## src/rtl/clk_gen_wb.sv

```systemverilog
// clk_gen_wb: Wishbone-programmable divided clock with rising-edge strobe
module clk_gen_wb #(
    parameter logic [3:0] STATUS_ADDR = 4'h0,
    parameter logic [3:0] DIV_ADDR    = 4'h1,
    parameter logic [7:0] DIV_RESET   = 8'h00
) (
    input  logic       clk_i,
    input  logic       rst_i,
    input  logic       stb_i,
    input  logic       we_i,
    input  logic [3:0] adr_i,
    input  logic [7:0] dat_i,
    output logic [7:0] dat_o,
    output logic       ack_o,
    output logic       clk_out,
    output logic       clk_posedge
);
    logic [7:0] status;
    logic [7:0] div;
    logic [7:0] cnt;
    logic [7:0] rd_data;

    assign rd_data = (adr_i == STATUS_ADDR) ? status :
                     (adr_i == DIV_ADDR)    ? div    : 8'h00;

    // register file, read data capture and single-cycle acknowledge
    always_ff @(posedge clk_i or negedge rst_i) begin
        if (!rst_i) begin
            status <= 8'h00;
            div    <= DIV_RESET;
            dat_o  <= 8'h00;
            ack_o  <= 1'b0;
        end else begin
            ack_o <= stb_i;
            if (stb_i && we_i && adr_i == STATUS_ADDR) status <= dat_i;
            if (stb_i && we_i && adr_i == DIV_ADDR)    div    <= dat_i;
            if (stb_i && !we_i)                        dat_o  <= rd_data;
        end
    end

    // half-period counter; >= compare lets a smaller DIV take effect without wrapping
    always_ff @(posedge clk_i or negedge rst_i) begin
        if (!rst_i) begin
            cnt         <= 8'h00;
            clk_out     <= 1'b0;
            clk_posedge <= 1'b0;
        end else if (!status[0]) begin
            cnt         <= 8'h00;
            clk_out     <= 1'b0;
            clk_posedge <= 1'b0;
        end else if (cnt >= div) begin
            cnt         <= 8'h00;
            clk_out     <= ~clk_out;
            clk_posedge <= ~clk_out;
        end else begin
            cnt         <= cnt + 8'h01;
            clk_posedge <= 1'b0;
        end
    end
endmodule

```

## config.mk

```make
export PLATFORM = sky130hd
export DESIGN_NAME = clk_gen_wb
export DESIGN_NICKNAME = d
export VERILOG_FILES = /design/src/rtl/clk_gen_wb.sv
export SDC_FILE = /design/constraint.sdc
export NUM_CORES = 1
export LEC_CHECK = 0
export ABC_AREA = 1
export BUFFER_PORTS_ARGS = -buffer_cell sky130_fd_sc_hd__buf_2
export CAP_MARGIN = 40
export CORE_UTILIZATION = 60
export CTS_CLUSTER_SIZE = 30
export DETAILED_ROUTE_END_ITERATION = 6
export PLACE_DENSITY = 0.89
export SETUP_SLACK_MARGIN = 0.05
export SLEW_MARGIN = 30
export SYNTH_ARGS = -nofsm -noshare
export SYNTH_HDL_FRONTEND = slang
export SYNTH_SLANG_ARGS = --single-unit
```

## constraint.sdc

```tcl
create_clock -name clk_i -period 2.7 [get_ports clk_i]
set_clock_uncertainty 0.15 [all_clocks]
set_input_delay 0.27 -clock clk_i [delete_from_list [all_inputs] [get_ports clk_i]]
set_output_delay 0.27 -clock clk_i [all_outputs]
set_load 0.005 [all_outputs]
```

==> out/results.ini <==
[timing]
final_max_slew_viol_count=0
rsz0062_at_grt=no
slew_headroom=0.749
setup_viol=0
setup_ws_ps=970
whs_ps=30.3
worst_slew_pin_slew_ps=376
fmax_ghz=0.578
finalCriticalPeriod_ps=1730
fin_crit_sh=0.641
finalHoldViolations=0
setup_tns_ps=0

[synthesis]
yosysWarningCount=0
synth_cell_types=19
synth-xor-area-share=0.0295
synth-seq-area-share=0.492
yosysTopAreaCell=dfrtp_1
synth-seq-cells=35
synth_top_area_share=0.492
synth_fa_ha_area_frac=0.0633
yosys.area_share.simple=0.179
synth_fp_nets=205
synth_area_per_cell_um2=9.88
synth.area.mux_share=0.0443
syn-instance-count=180
syn_area_mm2=0.00178
synth_top_family_by_area=simple AND/OR/NAND/NOR gates
synth_area_leaders=dfrtp_1, o21ai_2, nand2_1
synth_compound_area_frac=0.116

[critical_path]
critPathBufInv=1
reg2regPathDepth=10
r2r_slack_ps=970
crit_path_end_kind=flop
worstPathRequired_ps=2820
arrival_ps=1850
max_stage_delay_ps=430
crit_path_top_delay_cell=dfrtp_1
cp_top_family=simple AND/OR/NAND/NOR gates
start_kind=flop
crit_fanout=8
r2r_end=cnt[4]
path_common_cell=nand2_1
cp_cell_sequence=ha_1 > inv_1 > nand2_1 > nand2_1 > nand2_1 > nand2_1 > nand2_1 > nand2_1 > nand3_1 > nor2_1
r2r_start=div[0]
path_class=reg2reg

[global_route]
grt_pass1_wl_mm=5.46
grt_use_met3=0.0622
grt_pass1_vias=1215
grt_max_degree=36
antenna_found_initial=0
use_met2=0.370
met1_usage=0.302
gr-total-overflow=0
top_usage_layer=met2
grt_usage=0.228

[clock_network]
postCtsSetupBuffers=0
root_buffer=clkbuf_4
clk_pin_slew_ps=100
cts_max_level=2
numCtsBuffers=5
cts_tree=done
clk_latency_ps=340
numClockSinks=35
clockBufferDepth=2

[drt]
via_per_inst=5.27
firstDrtPassIters=4
drtIter0Drc=30
vias=1291
wl_mm=3.16
routedWlPerCell_um=12.9
antenna_left=0
drc=0

[place]
place_ws_ps=980
post-dp-hpwl_mm=2.26
place.gp.congestion=0.815
port_buffers=26

[power_and_ir_drop]
totalPowerFinal_w=0.00116
power.density_mw_per_mm2=575
leakage_nw=1.08
vdd_drop_max_v=0.000556

[finish]
mostFrequentLayoutCell=dfrtp_1
seq_area_um2=876
final_cell_mix=dfrtp_1, nand2_1, inv_1, buf_2, o21ai_2
drive_gt1_frac=0.290
multi_input_area_um2=768
fillers=201
area_delta_synth_final_pct=13.7
insertedDiodeCount=0
nets=238

[floorplanning]
coreArea_mm2=0.00278
ios=27
die-area_mm2=0.00319
die_h_um=56.5
start_util=0.640
core.rowCount=19
die_w_um=56.5

[worst_hold_path]
worstHoldStart=dat_i[3]
hold_depth=3
hold_end=div[3]
hold_path_class=in2reg

[status]
outcome=complete, no violations

[job]
cap_viol_max_count=0

==> how the worst max path moves through the flow <==
stage / startpoint / slack, ps / cells after the start / to
2_1_floorplan: cnt[0] / 1180 / 11 / cnt[7]
3_3_place_gp: cnt[0] / 1030 / 11 / cnt[7]
3_5_place_dp: cnt[0] / 980 / 11 / cnt[4]
4_1_cts: cnt[0] / 950 / 11 / cnt[4]
5_1_grt: cnt[0] / 800 / 11 / cnt[4]
6_report: div[0] / 970 / 10 / cnt[4]
==> where the power goes <==
group / switching [W] / internal, W / leakage (nW)
Clock: 0.000171 / 0.000153 / 0.0386
Combinational: 0.000130 / 0.0000867 / 0.571
Sequential: 0.0000403 / 0.000583 / 0.469
==> synth_stat cells (all sizes together) <==
master,number
a21o,1
ha,9
xor2,5
a21oi,4
xnor2,1
dfrtp,35
o21a,1
nor2,15
nand4,2
inv,27
buf,3
nand3,14
nand2,33
mux2,7
o21ai,23
==> stage by stage <==
stage | area, um^2 | util | std cells
4_1_cts | 2000 | 0.720 | 244
5_1_grt | 2020 | 0.727 | 245
3_5_place_dp | 1910 | 0.688 | 234
2_1_floorplan | 1780 | - | 180
6_report | 2020 | 0.727 | 245
3_3_place_gp | 1910 | 0.688 | 234
==> state kept, by name (all words and copies together) (netlist names) <==
| name | cells |
|---|---|
| ack_o | 1 |
| clk_out | 1 |
| clk_posedge | 1 |
| cnt | 8 |
| dat_o | 8 |
| div | 8 |
| status | 8 |
==> cell families (layout without fill, tap and decap cells) <==
group / after synthesis / count (layout)
compound gates: 29 / 29
fa+ha+maj: 9 / 9
buf+inv: 30 / 64
xor+xnor: 6 / 6
simple gates: 64 / 64
flops: 35 / 35
mux: 7 / 7
==> tightest hold or removal path, stage by stage <==
cell     delay, ps
buf_2           90
inv_1           70
o21ai_2         60
==> layout make-up <==
cell class | instances | share of cell area
Inverter | 27 | 0.0501
Timing Repair Buffer | 29 | 0.0841
Multi-Input combinational cell | 115 | 0.380
Clock buffer | 8 | 0.0340
Tap cell | 31 | 0.0192
Sequential cell | 35 | 0.433
==> layer usage <==
layer / share of wire / routed length, um
met1: 0.46 / 1460
met2: 0.48 / 1520
met3: 0.048 / 151
met4: 0.011 / 35
met5: 0 / 0
==> timing repair <==
action	in CTS	in global routing
hold endpoints to repair	36	0
endpoints found under the setup margin	0	0
resized for setup	0	0
hold buffers	2	0
No activity file was read; power rests on OpenSTA's default activity.
